$ cat config.mk
export PLATFORM = sky130hd
export DESIGN_NAME = demux_1to2_buf
export DESIGN_NICKNAME = d
export VERILOG_FILES = /design/src/rtl/demux_1to2_buf.sv
export SDC_FILE = /design/constraint.sdc
export NUM_CORES = 1
export LEC_CHECK = 0
export CAP_MARGIN = 40
export CORE_ASPECT_RATIO = 0.8
export CORE_MARGIN = 4
export CORE_UTILIZATION = 40
export CTS_BUF_LIST = sky130_fd_sc_hd__clkbuf_16
export CTS_CLUSTER_DIAMETER = 30
export DETAILED_ROUTE_END_ITERATION = 10
export PLACE_DENSITY = 0.71
export SYNTH_ARGS = -nofsm -noshare
export SYNTH_HDL_FRONTEND = slang
export SYNTH_SLANG_ARGS = --single-unit
$ cat constraint.sdc
create_clock -name clk -period 3.2 [get_ports clk]
set_clock_uncertainty 0.2 [all_clocks]
set_input_delay 0.64 -clock clk [delete_from_list [all_inputs] [get_ports clk]]
set_output_delay 0.64 -clock clk [all_outputs]
set_load 0.005 [all_outputs]
$ cat src/rtl/demux_1to2_buf.sv
// rtl/demux_1to2_buf.sv - 1:2 stream demux with one-entry registered output per channel
module demux_1to2_buf #(
    parameter int WIDTH = 2,
    parameter int CNT_W = 8
) (
    input  logic             clk,
    input  logic             rst_n,
    input  logic [WIDTH-1:0] m,
    input  logic             s,
    input  logic             m_valid,
    output logic             m_ready,
    output logic [WIDTH-1:0] x,
    output logic             x_valid,
    input  logic             x_ready,
    output logic [WIDTH-1:0] y,
    output logic             y_valid,
    input  logic             y_ready,
    output logic [CNT_W-1:0] x_count,
    output logic [CNT_W-1:0] y_count
);

    logic [WIDTH-1:0] r_x;
    logic [WIDTH-1:0] r_y;
    logic             r_x_valid;
    logic             r_y_valid;
    logic [CNT_W-1:0] r_x_count;
    logic [CNT_W-1:0] r_y_count;

    logic w_x_free;
    logic w_y_free;
    logic w_accept;
    logic w_load_x;
    logic w_load_y;

    // A channel is free when empty or being drained this cycle; m_valid never feeds m_ready.
    assign w_x_free = ~r_x_valid | x_ready;
    assign w_y_free = ~r_y_valid | y_ready;
    assign m_ready  = s ? w_y_free : w_x_free;
    assign w_accept = m_valid & m_ready;
    assign w_load_x = w_accept & ~s;
    assign w_load_y = w_accept & s;

    always_ff @(posedge clk or negedge rst_n) begin
        if (!rst_n) begin
            r_x       <= '0;
            r_x_valid <= 1'b0;
            r_x_count <= '0;
        end else if (w_load_x) begin
            r_x       <= m;
            r_x_valid <= 1'b1;
            r_x_count <= r_x_count + 1'b1;
        end else if (x_ready) begin
            r_x_valid <= 1'b0;
        end
    end

    always_ff @(posedge clk or negedge rst_n) begin
        if (!rst_n) begin
            r_y       <= '0;
            r_y_valid <= 1'b0;
            r_y_count <= '0;
        end else if (w_load_y) begin
            r_y       <= m;
            r_y_valid <= 1'b1;
            r_y_count <= r_y_count + 1'b1;
        end else if (y_ready) begin
            r_y_valid <= 1'b0;
        end
    end

    assign x       = r_x;
    assign x_valid = r_x_valid;
    assign x_count = r_x_count;
    assign y       = r_y;
    assign y_valid = r_y_valid;
    assign y_count = r_y_count;

endmodule

== After elaboration in Yosys (flattened, before gate mapping) ==
Index checks and enable logic that the tools add are counted.

* Bits in registers: 22
* Latch bits: 0
* RAM bits: 0
* ROM bits: 0
* Input port bits: 8
* Output and inout bits: 23
* Logic and storage cells: 23
* Memories kept: 0

* $add $sub $neg: 2
* Multipliers: 0
* Divide/modulo/power cells: 0
* Magnitude comparators: 0
* Equality and inequality tests: 0
* Shifts and indexed selects: 0
* Muxes and demuxes: 5
* Bitwise logic cells: 8
* Reductions and logical operators: 2

{| class="wikitable"
|+ Operator list
! operator !! count
|-
| 8-bit by 1-bit adder with 8-bit output (second input constant) || 2
|-
| 1-bit 2-to-1 mux || 5
|-
| 2-bit nonzero test || 2
|-
| 1-bit bitwise AND || 3
|-
| 1-bit NOT || 3
|-
| 1-bit OR || 2
|}

== Logic depth before layout (Yosys ltp) ==
Gate-level depths: netlist (run 1).

* Depth in word-level cells: 6
* Mapped depth: 5
* Mapped depth without buffers: 4

== Least setup slack after synthesis (run 1) ==
OpenSTA, ideal clock, no wires.

* Path type: input -> output
* Start point: input port y_ready
* End point: output port m_ready
* Arrival time: 1.035 ns
* Setup slack: 1.325 ns
* Stages: 2
* Buffers on the path: 0
* Cell sequence: nand2b_4 mux2_2

* Longest elaborated chain between the ends: 2

{| class="wikitable"
|+ RTL lines
! item !! RTL line !! source
|-
| start: declaration || 17 || <nowiki>input logic y_ready,</nowiki>
|-
| 1-bit OR || 37 || <nowiki>assign w_y_free = ~r_y_valid | y_ready;</nowiki>
|-
| 1-bit 2-to-1 mux || 38 || <nowiki>assign m_ready = s ? w_y_free : w_x_free;</nowiki>
|-
| end: declaration || 11 || <nowiki>output logic m_ready,</nowiki>
|}

No other way between the ends.

== Worst setup path in the final report (run 1) ==
* Start point: input port s
* End point: output port m_ready

* Longest elaborated chain between the ends: 1

{| class="wikitable"
|+ RTL lines
! item !! RTL line !! source
|-
| start: declaration || 9 || <nowiki>input logic s,</nowiki>
|-
| 1-bit 2-to-1 mux || 38 ||
|}

No other way between the ends.

==> results of run 1 <==
cells by family (layout without fill, tap and decap cells):
family / count (synthesis) / in the layout / share of synthesized area (%)
xor gates and xnor gates: 14 / 14 / 12.5
adders and majority gates: 2 / 2 / 2.56
buffers and inverters: 2 / 34 / 1.66
DFF: 22 / 22 / 56.3
muxes: 4 / 4 / 5.75
and+or+nand+nor: 36 / 36 / 21.2
power groups by stage:
| stage | sequential [W] | combinational, W | clock [W] |
|---|---|---|---|
| after global placement | 0.000453 | 0.000314 | 0 |
| after detailed placement | 0.000458 | 0.000321 | 0 |
| after CTS | 0.000454 | 0.000324 | 0.000260 |
| final | 0.000452 | 0.000315 | 0.000254 |
| after global routing | 0.000469 | 0.000349 | 0.000270 |
| after floorplan | 0.000447 | 0.000119 | 0 |
critical path: stages:
cell,delay (ns)
clkdlybuf4s50_1,0.56
mux2_2,0.36
clkdlybuf4s50_1,0.44
state kept, by name, summed over array words and instances, names as in the netlist:
| signal | flops |
|---|---|
| x_valid | 1 |
| x_count | 8 |
| y | 2 |
| y_count | 8 |
| y_valid | 1 |
| x | 2 |
layout by cell type, fill, tap and decap left out, types with 2 or more instances in the layout:
cell	Yosys	routed
and4_1	2	2
and3_1	3	3
xor2_1	3	3
clkdlybuf4s50_1	0	30
dfrtp_1	22	22
ha_1	2	2
nand2b_4	2	2
clkbuf_16	0	3
nand3_1	4	4
mux2_4	3	3
nand2_1	16	16
nand4_1	3	3
xnor2_1	11	11
path summary, 6_finish.rpt:
kind                             from          to  slack (ns)  cells past startpoint
hold reg to reg            y_count[7]  y_count[7]        0.28                      1
setup reg to reg              x_valid        x[0]        1.64                      3
min in group asynchronous       rst_n  y_count[7]        0.55                      2
setup / recovery                    s     m_ready        0.37                      3
max in group asynchronous       rst_n  y_count[2]        2.03                      2
hold / removal             y_count[7]  y_count[7]        0.28                      1
area by class of cell:
class | instances | area share [%]
Sequential cell | 22 | 40.0
Multi-Input combinational cell | 56 | 29.9
Timing Repair Buffer | 31 | 22.4
Clock buffer | 3 | 5.45
Tap cell | 25 | 2.27
stage by stage:
step                      hold WS [ns]  std cells  total power [W]
after floorplan                  0.144         80         0.000566
after global placement           0.258        134         0.000767
after detailed placement         0.269        134         0.000779
after CTS                        0.280        137          0.00104
after global routing             0.308        137          0.00109
final                            0.276        137          0.00102
cell usage after synthesis:
library cell,instances,area [µm²]
dfrtp_1,22,551
nand2_1,16,60.1
xnor2_1,11,96.3
nand3_1,4,20.0
and3_1,3,18.8
mux2_4,3,45.0
nand4_1,3,18.8
xor2_1,3,26.3
and4_1,2,17.5
ha_1,2,25.0
nand2b_4,2,27.5
and3b_1,1,8.76
buf_2,1,5.00
buf_6,1,11.3
mux2_2,1,11.3
nand3_2,1,10.0
nand3b_1,1,7.51
nor2_1,1,3.75
nor3_1,1,5.00
nor3_2,1,10.0
routing by layer:
layer	part of all wire, %	track usage [%]
met1	43	16.1
met4	1.1	4.30
met2	51	26.6
met3	4.5	5.36
met5	0	0
==> results.toml, run 1 <==
[layout]
drive_gt1_share_pct = 10.7
final_area_um2 = 1380
syn2layout_area_growth_pct = 40.7
seqCellArea_um2 = 551
n_fill_cell = 184
fin_util_pct = 61.6
multi_input_area_um2 = 412
nNetsFinal = 124
num_antenna_cells = 0

[synth]
syn_avg_cell_area_um2 = 12.2
ys_types = 20
synthCells = 80
yosys_warnings = 0
ys_seq_area_share_pct = 56.3
ys_ff_latch = 22
synth_nets = 90
syn_area_um2 = 978

[power]
internal-power_w = 0.000738
combPwrFrac_pct = 30.9
swShare_pct = 27.7
switching_power_w = 0.000283
powerDensity_nw_per_um2 = 742
clockPowerShare_pct = 24.9
leakagePower_nw = 0.614
vdd_drop_max_uv = 488
pwr-share-seq_pct = 44.3

[timing]
worst_pin_slew_ns = 0.396
relSlewSlack_pct = 73.6
slew_violations = 0
setup_viol = 0
setup_tns_ns = 0
fin_crit_sh_pct = 88.6
hold_violations = 0
max_freq_ghz = 0.353
setup_slack_ns = 0.366
rsz0062_at_grt = "no"
finalCriticalPeriod_ns = 2.83

[floorplanning]
ios = 31
die_area_um2 = 3310
rows = 15
die_y_um = 52.2
start_util_pct = 43.8
die_width_um = 63.3
core_area_um2 = 2230

[grt]
grt_pass1_wl_um = 3660
grt_max_degree = 23
antenna_found_initial = 0
grt_pass1_vias = 787
gr-total-overflow = 0
grt_usage_pct = 14.6

[drt]
drt_pass1_iterations = 3
drt_iter0_markers = 17
drcViolationCount = 0
drt-wirelength-per-cell_um = 15.1
ant_nets = 0
viasPerCell = 5.07
routed_wl_um = 2070
via_count = 694

[flow_run]
cap_violations = 0

[placement]
place_hpwl_um = 1580
place_worst_setup_slack_ns = 0.382
port_buffers = 30
place_congestion = 0.714
post_dp_cell_area_um2 = 1300

[clock_tree]
cts_root_buf = "clkbuf_16"
cts_tree = "done"
clk_path_buf_depth = 2
insertion_delay_ns = 0.25
h-tree-depth = 1
cts_hold_buffers = 0
clk_pin_slew_ns = 0.05
cts_resized = 0
cts_buffers = 3
cts_sinks = 22
cts_setup_buffers = 0

[min_path]
hp-class = "register to register"

[worst_setup_path]
crit_path_end_kind = "output pin"
start_kind = "primary input"
critPathKind = "primary input to output pin"
worstPathMaxFanout = 5
cp.required_ns = 2.36
arrival_ns = 1.99

[outcome]
status = "complete, no violations"
Note: power is estimated with default switching activity, not from simulation.
==> run 2: changes to the inputs <==
--- a/config.mk
+++ b/config.mk
@@ -5,7 +5,6 @@
 export SDC_FILE = /design/constraint.sdc
 export NUM_CORES = 1
 export LEC_CHECK = 0
-export CAP_MARGIN = 40
 export CORE_ASPECT_RATIO = 0.8
 export CORE_MARGIN = 4
 export CORE_UTILIZATION = 40
==> results of run 2 <==
No change in the layout: final DEF, timing and power equal those of run 1.
